==> config.mk <==
export PLATFORM = sky130hd
export DESIGN_NAME = wb_rr_arbiter
export DESIGN_NICKNAME = d
export VERILOG_FILES = /design/src/rtl/wb_arb_pkg.sv /design/src/rtl/rr_pick.sv /design/src/rtl/wb_rr_arbiter.sv
export SDC_FILE = /design/constraint.sdc
export NUM_CORES = 1
export LEC_CHECK = 0
export CORE_AREA = 2 2 62 64
export DETAILED_ROUTE_END_ITERATION = 8
export DIE_AREA = 0 0 64 66
export GPL_ROUTABILITY_DRIVEN = 0
export PLACE_DENSITY = 0.78
export SLEW_MARGIN = 20
export SYNTH_ARGS = -nofsm -noshare
export SYNTH_HDL_FRONTEND = slang
export SYNTH_SLANG_ARGS = --single-unit
==> constraint.sdc <==
create_clock -name clk -period 3.3 [get_ports clk]
set_clock_uncertainty 0.1 [all_clocks]
set_input_delay 0.825 -clock clk [delete_from_list [all_inputs] [get_ports clk]]
set_output_delay 0.825 -clock clk [all_outputs]
set_load 0.02 [all_outputs]
==> src/rtl/wb_arb_pkg.sv <==
// Shared types and helpers for the Wishbone round-robin arbiter.
// StAbort is only reachable in builds with WB_ARB_TIMEOUT_EN.
package wb_arb_pkg;

  typedef enum logic [1:0] {
    StIdle    = 2'd0,
    StGranted = 2'd1,
    StAbort   = 2'd2
  } arb_state_e;

  // Index width for an N-entry vector; never narrower than one bit
  function automatic int unsigned idx_width(input int unsigned n);
    return (n > 1) ? $clog2(n) : 1;
  endfunction

endpackage

==> src/rtl/rr_pick.sv <==
// Combinational round-robin chooser.
// Selects the first asserted request at or after i_ptr, wrapping modulo N_REQ.
module rr_pick
  import wb_arb_pkg::*;
#(
  parameter int unsigned N_REQ = 4
) (
  input  logic [N_REQ-1:0]               i_req,
  input  logic [idx_width(N_REQ)-1:0]    i_ptr,
  output logic [N_REQ-1:0]               o_pick,
  output logic                           o_valid
);

  localparam int unsigned IdxW = idx_width(N_REQ);

  logic [IdxW-1:0] w_idx;

  always_comb begin
    o_pick  = '0;
    o_valid = 1'b0;
    w_idx   = '0;
    for (int unsigned off = 0; off < N_REQ; off++) begin
      w_idx = IdxW'((32'(i_ptr) + off) % N_REQ);
      if (!o_valid && i_req[w_idx]) begin
        o_pick[w_idx] = 1'b1;
        o_valid       = 1'b1;
      end
    end
  end

endmodule

==> src/rtl/wb_rr_arbiter.sv <==
// Round-robin arbiter sharing one pipelined Wishbone target among N_REQ controllers.
// Define WB_ARB_TIMEOUT_EN to add the no-ack watchdog with a one-cycle abort/err.
module wb_rr_arbiter
  import wb_arb_pkg::*;
#(
  parameter int unsigned N_REQ          = 4,
  parameter int unsigned DATA_WIDTH     = 8,
  parameter int unsigned TIMEOUT_CYCLES = 16
) (
  input  logic                          clk,
  input  logic                          rst_n,
  input  logic [N_REQ-1:0]              req_cyc_i,
  input  logic [N_REQ-1:0]              req_stb_i,
  input  logic [N_REQ*DATA_WIDTH-1:0]   req_dat_i,
  output logic [N_REQ-1:0]              req_stall_o,
  output logic [N_REQ-1:0]              req_ack_o,
  output logic [N_REQ-1:0]              req_err_o,
  output logic                          cyc_o,
  output logic                          stb_o,
  output logic [DATA_WIDTH-1:0]         dat_o,
  input  logic                          stall_i,
  input  logic                          ack_i,
  output logic [N_REQ-1:0]              grant_o
);

  localparam int unsigned IdxW = idx_width(N_REQ);

  arb_state_e       r_state;
  logic [N_REQ-1:0] r_grant;
  logic [IdxW-1:0]  r_ptr;
  logic [IdxW-1:0]  r_gidx;

  logic [N_REQ-1:0] w_pick;
  logic             w_pick_valid;
  logic [IdxW-1:0]  w_pick_idx;
  logic [IdxW-1:0]  w_ptr_nxt;
  logic             w_g_cyc;

`ifdef WB_ARB_TIMEOUT_EN
  localparam int unsigned WdogW = $clog2(TIMEOUT_CYCLES + 1);
  logic [WdogW-1:0] r_wdog;
`else
  logic w_unused_timeout;
  assign w_unused_timeout = ^TIMEOUT_CYCLES;
`endif

  rr_pick #(
    .N_REQ (N_REQ)
  ) u_pick (
    .i_req   (req_cyc_i),
    .i_ptr   (r_ptr),
    .o_pick  (w_pick),
    .o_valid (w_pick_valid)
  );

  always_comb begin
    w_pick_idx = '0;
    for (int unsigned k = 0; k < N_REQ; k++) begin
      if (w_pick[k]) w_pick_idx = IdxW'(k);
    end
  end

  assign w_ptr_nxt = (r_gidx == IdxW'(N_REQ - 1)) ? '0 : r_gidx + 1'b1;
  assign w_g_cyc   = req_cyc_i[r_gidx];
  assign grant_o   = r_grant;

  always_ff @(posedge clk or negedge rst_n) begin
    if (!rst_n) begin
      r_state <= StIdle;
      r_grant <= '0;
      r_ptr   <= '0;
      r_gidx  <= '0;
`ifdef WB_ARB_TIMEOUT_EN
      r_wdog  <= '0;
`endif
    end else begin
      unique case (r_state)
        StIdle: begin
`ifdef WB_ARB_TIMEOUT_EN
          r_wdog <= '0;
`endif
          if (w_pick_valid) begin
            r_state <= StGranted;
            r_grant <= w_pick;
            r_gidx  <= w_pick_idx;
          end
        end
        StGranted: begin
          if (!w_g_cyc) begin
            r_state <= StIdle;
            r_grant <= '0;
            r_ptr   <= w_ptr_nxt;
          end
`ifdef WB_ARB_TIMEOUT_EN
          else if (ack_i) begin
            r_wdog <= '0;
          end else begin
            r_wdog <= r_wdog + 1'b1;
            if (r_wdog == WdogW'(TIMEOUT_CYCLES - 1)) r_state <= StAbort;
          end
`endif
        end
`ifdef WB_ARB_TIMEOUT_EN
        StAbort: begin
          r_state <= StIdle;
          r_grant <= '0;
          r_ptr   <= w_ptr_nxt;
        end
`endif
        default: r_state <= StIdle;
      endcase
    end
  end

  // Non-granted strobes are always stalled so they hold their request
  always_comb begin
    cyc_o       = 1'b0;
    stb_o       = 1'b0;
    dat_o       = '0;
    req_ack_o   = '0;
    req_err_o   = '0;
    req_stall_o = req_cyc_i & req_stb_i;
    if (r_state == StGranted) begin
      cyc_o               = w_g_cyc;
      stb_o               = req_stb_i[r_gidx];
      req_stall_o[r_gidx] = stall_i;
      req_ack_o[r_gidx]   = ack_i & w_g_cyc;
      for (int unsigned k = 0; k < N_REQ; k++) begin
        if (IdxW'(k) == r_gidx) dat_o = req_dat_i[k*DATA_WIDTH +: DATA_WIDTH];
      end
    end
`ifdef WB_ARB_TIMEOUT_EN
    if (r_state == StAbort) begin
      req_err_o[r_gidx]   = 1'b1;
      req_stall_o[r_gidx] = 1'b1;
    end
`endif
  end

endmodule

Word-level counts from Yosys, hierarchy flattened
Cells that the tools add are included.

Register bits after elaboration: 10. Logic and storage cells: 100. Bits of input ports: 44. Output and inout bits: 26.

Bitwise operators: 7. Mux-type cells: 50. $lt $le $gt $ge: 10. Equality and inequality tests: 7. $add $sub $neg: 4. Reductions and logical operators: 18.

Operators by type and width (count): $mux W8 (5); $mux W4 (8); $mux W1 (18); $lt A2 B3 Y1 const B (5); $bmux W1 S2 (6); $or A4 B4 Y4 (3); $demux W1 S2 (5); $ge A2 B1 Y1 const B (5); $mux W2 (5); $and A4 B4 Y4 (2); $logic_and A1 B1 Y1 (8); $pmux W4 S2 (1); $reduce_and A2 Y1 (3); $add A2 B1 Y2 const B (2); $add A2 B2 Y2 const B (2); $bwmux W4 (1); $eq A2 B2 Y1 const A (2); $logic_not A2 Y1 (2); $pmux W2 S2 (1); $logic_not A1 Y1 (3); $reduce_and A3 Y1 (1); $eq A1 B2 Y1 const A (1); $eq A2 B1 Y1 const B (1); $eq A2 B2 Y1 const B (1); 5 further kinds (5).

Longest topological paths before layout
Depth after elaboration: 15. Depth in mapped cells: 9. Depth with buffers taken out: 8.

Modules after synthesis
From an unflattened synthesis, not the netlist that was laid out.

Cell total of the unflattened synthesis: 193. Area, all modules: 1493.9 um^2.

By module, submodules not included: wb_rr_arbiter (instances 1, seq. area each 225.2 um^2, cells an instance 131, area an instance 1023.5 um^2); rr_pick (instances 1, seq. area each 0.0 um^2, cells an instance 62, area an instance 470.5 um^2).

Worst setup path after synthesis
Ideal clock, no wire load.

Path kind: input to output. From: input port req_cyc_i[3]. To: output port req_ack_o[0]. Path slack: 481 ps. Data arrival time: 1894 ps. Stages on the path: 3. Buffers on the path: 0. Path through: mux4_2 and2_0 and3_1.

Longest elaborated chain between the ends: 5.

Ends and longest elaborated chain: start: declaration (RTL line wb_rr_arbiter.sv:12) `input logic [N_REQ-1:0] req_cyc_i,`; $bmux W1 S2 (RTL line wb_rr_arbiter.sv:64) `assign w_g_cyc = req_cyc_i[r_gidx];`; $mux W1 (not written as such) (RTL line wb_rr_arbiter.sv:64); $and A1 B1 Y1 (RTL line wb_rr_arbiter.sv:127) `req_ack_o[r_gidx] = ack_i & w_g_cyc;`; $and A4 B4 Y4 (no line); $mux W4 (RTL line wb_rr_arbiter.sv:123) `if (r_state == StGranted) begin`; end: declaration (RTL line wb_rr_arbiter.sv:16) `output logic [N_REQ-1:0] req_ack_o,`.

No other way between the ends. The select of a mux whose other input is x is not followed.

Worst setup path in the final report
Same ends and word-level chain as after synthesis.

==> impl_metrics.toml <==
[pwr]
share_comb_of_total_power_pct = 83.8
power_density_mw_per_mm2 = 774
ir_drop_mv = 0.424
intPower_uw = 842
finalPower_mw = 1.67
p_seq_share_pct = 11.2
switching_power_uw = 825
clock_power_share_pct = 5.0
power.share.switching_pct = 49.5
p_leak_nw = 1.02

[critical_path]
reg2reg_to = "r_gidx[0]$_DFFE_PN0P_"
r2r-start = "r_ptr[0]$_DFFE_PN0P_"
worstPathCellList = "clkdlybuf4s50_1 -> mux4_2 -> and2_4 -> and3_1 -> buf_2"
arrival_ns = 2.26
crit_path_top_delay_cell = "mux4_2"
r2r_slack_ns = 0.76
cp.required_ns = 2.37
critical_path_class = "in2out"
cp_slowest_stage_delay_ns = 0.50
reg2regPathDepth = 8
start_kind = "primary input"
cp_max_fo = 6
crit_family = "buffers and inverters"
cp-end-kind = "output pin"
critPathBufInv = 2

[floorplan]
start_util_pct = 38.3
ios = 70
num_rows = 22
core_area_mm2 = 0.00355
fp.dieH_um = 66
die-area_mm2 = 0.00422
die_w_um = 64

[timing]
final.min_clock_period_ns = 3.18
hold_viol_final = 0
tightest_slew_ns = 0.477
slew_headroom_pct = 67.3
timing.final.crit_share_pct = 96.5
setup-violations-final = 0
setup_tns_ns = 0
drv_slew = 0
rsz0062_at_grt = "false"
max_freq_mhz = 314

[detailed_routing]
wl_per_cell_um = 13.2
drt_first_pass_iters = 4
viasPerCell = 5.07
num_vias = 1550
wl_met1_um = 1850
drt_wl_total_um = 4030
drc = 0
drtAntennaViolNets = 0
wl_met2_um = 1790
wl_met3_um = 373
top_layer = "met4"
drt_first_iter_violations = 45

[cts]
path_clk_slew_ns = 0.06
clockRootBuffer = "clkbuf_4"
cts.sinks = 9
htreeDepth = 1
cts_tree = "yes"
cts_buffer_depth = 2
cts_inserted_buffers = 3
insertion_delay_ns = 0.26

[global_routing]
overflow = 0
track_usage_pct = 19.5
grt_pass1_vias = 1493
grt_max_degree = 21
grt_pass1_wl_um = 6760
antenna_found_initial = 0

[finish]
layout-drive-gt1-share_pct = 16.7
fin_util_pct = 60.6
synthToLayoutAreaGrowth_pct = 58.4
nets = 313
final_cell_count_no_fill = 306
diodes = 0
fillers = 327

[logic_synthesis]
syn_avg_cell_area_um2 = 7.47
ys_types = 42
ys_top_cells_by_area = "dfrtp_1 (17%), ha_1 (9.2%), nand2_1 (8.0%)"
syn_area_mm2 = 0.00136
async_flop_share_pct = 100
syn_inst = 182
ys_ff_latch = 9
yosysTopAreaCell = "dfrtp_1"
synth_top_area_share_pct = 16.6
ys_seq_area_share_pct = 16.6
synth-main-ff-cell = "dfrtp_1"
yosysWarningCount = 0
synth_edf_count = 0

[placement]
dp_hpwl_um = 3110
port_buffers = 65
dp_cells = 302

[worst_hold_path]
min_to = "grant_o[1]$_DFFE_PN0P_"
min-delay-start = "grant_o[1]$_DFFE_PN0P_"
hp-class = "reg2reg"
hold-path-cell-count = 2

[status]
status = "complete, no violations"

[job]
maxCapViolCount = 0
-- synth_stat cells (3+ instances only) --
master,count
nand2b_1,8
dfrtp_1,9
ha_1,10
o22ai_1,3
and3_2,3
a22oi_1,8
o21ai_0,8
a2111oi_0,3
nor2_1,13
inv_1,5
and3_1,7
nand3_1,12
mux2_2,4
a21oi_1,10
and2_1,9
nand2_1,29
buf_4,4
clkbuf_1,8
-- per-layer routing --
metal,up-vias,track usage [%]
met5,-,0
li1,797,-
met3,2,3.92
met1,690,23.7
met2,61,35.7
met4,0,3.26
-- repair_timing --
action,4_1_cts,5_1_grt
buffers inserted,0,0
hold buffers,0,0
resized for setup,20,8
endpoints found under the setup margin,10,8
-- kinds of logic (layout without fill, tap and decap cells) --
kind of cell             count (synthesis)  after routing  share of synthesized area, %
other                                    1              4                         0.276
multiplexers                            10             10                          11.0
adder cells (fa/ha/maj)                 10             10                          9.21
AO/OA/AOI/OAI                           45             45                          23.9
flip-flops                               9              9                          16.6
AND/OR/NAND/NOR                         87             87                          31.9
buffers and inverters                   20             93                          7.18
-- placed cells by master, fill, tap and decap left out, drive strengths merged, types with 6 or more instances in the layout --
cell / synthesis / layout
clkdlybuf4s50: 0 / 51
nand2: 29 / 29
buf: 6 / 22
nor2: 13 / 13
nand3: 12 / 12
a21oi: 10 / 10
ha: 10 / 10
and2: 10 / 10
o21ai: 10 / 10
and3: 10 / 10
dfrtp: 9 / 9
a22oi: 8 / 8
nand2b: 8 / 8
dlygate4sd2: 0 / 6
inv: 6 / 6
-- per-stage QoR --
step                hold WS (ns)  instance area (um2)  setup WS (ns)
floorplan                  0.429                 1370          0.481
global placement           0.392                 2140         -0.334
detailed placement         0.387                 2140         -0.369
CTS                        0.413                 2170        0.00327
global route               0.423                 2150         0.0521
finish                     0.405                 2150          0.115
-- flip-flops by register name, indices dropped and copies added, names as in the netlist --
signal	flops
grant_o	4
r_gidx	2
r_ptr	2
r_state	1
-- power by group through the flow --
stage	Clock, mW	Sequential, mW	Combinational, mW
floorplan	0	0.231	0.886
global placement	0	0.186	1.42
detailed placement	0	0.188	1.44
CTS	0.0860	0.187	1.42
global route	0.0921	0.191	1.56
finish	0.0841	0.186	1.40
-- final cells by class --
class	instances	area, um2	area share (%)
Timing Repair Buffer	83	768	35.7
Clock buffer	4	26.3	1.22
Sequential cell	9	225	10.5
Tap cell	48	60.1	2.79
Multi-Input combinational cell	156	1050	48.8
Inverter	6	22.5	1.05
-- tightest hold or removal path: stages (launching register included) --
cell and delay (ns):
dfrtp_1 0.34, nand3_1 0.06, nand2_1 0.07
-- how the worst max path moves through the flow --
stage	slack, ns	endpoint	startpoint	cells past startpoint
floorplan	0.48	req_ack_o[0]	req_cyc_i[3]	3
global placement	-0.33	req_ack_o[1]	req_cyc_i[3]	5
detailed placement	-0.37	req_ack_o[0]	req_cyc_i[3]	5
CTS	0.003	req_ack_o[0]	req_cyc_i[3]	5
global route	0.05	req_ack_o[2]	req_cyc_i[3]	5
finish	0.12	req_ack_o[0]	req_cyc_i[3]	5
Power figures use the tool's default switching activity.
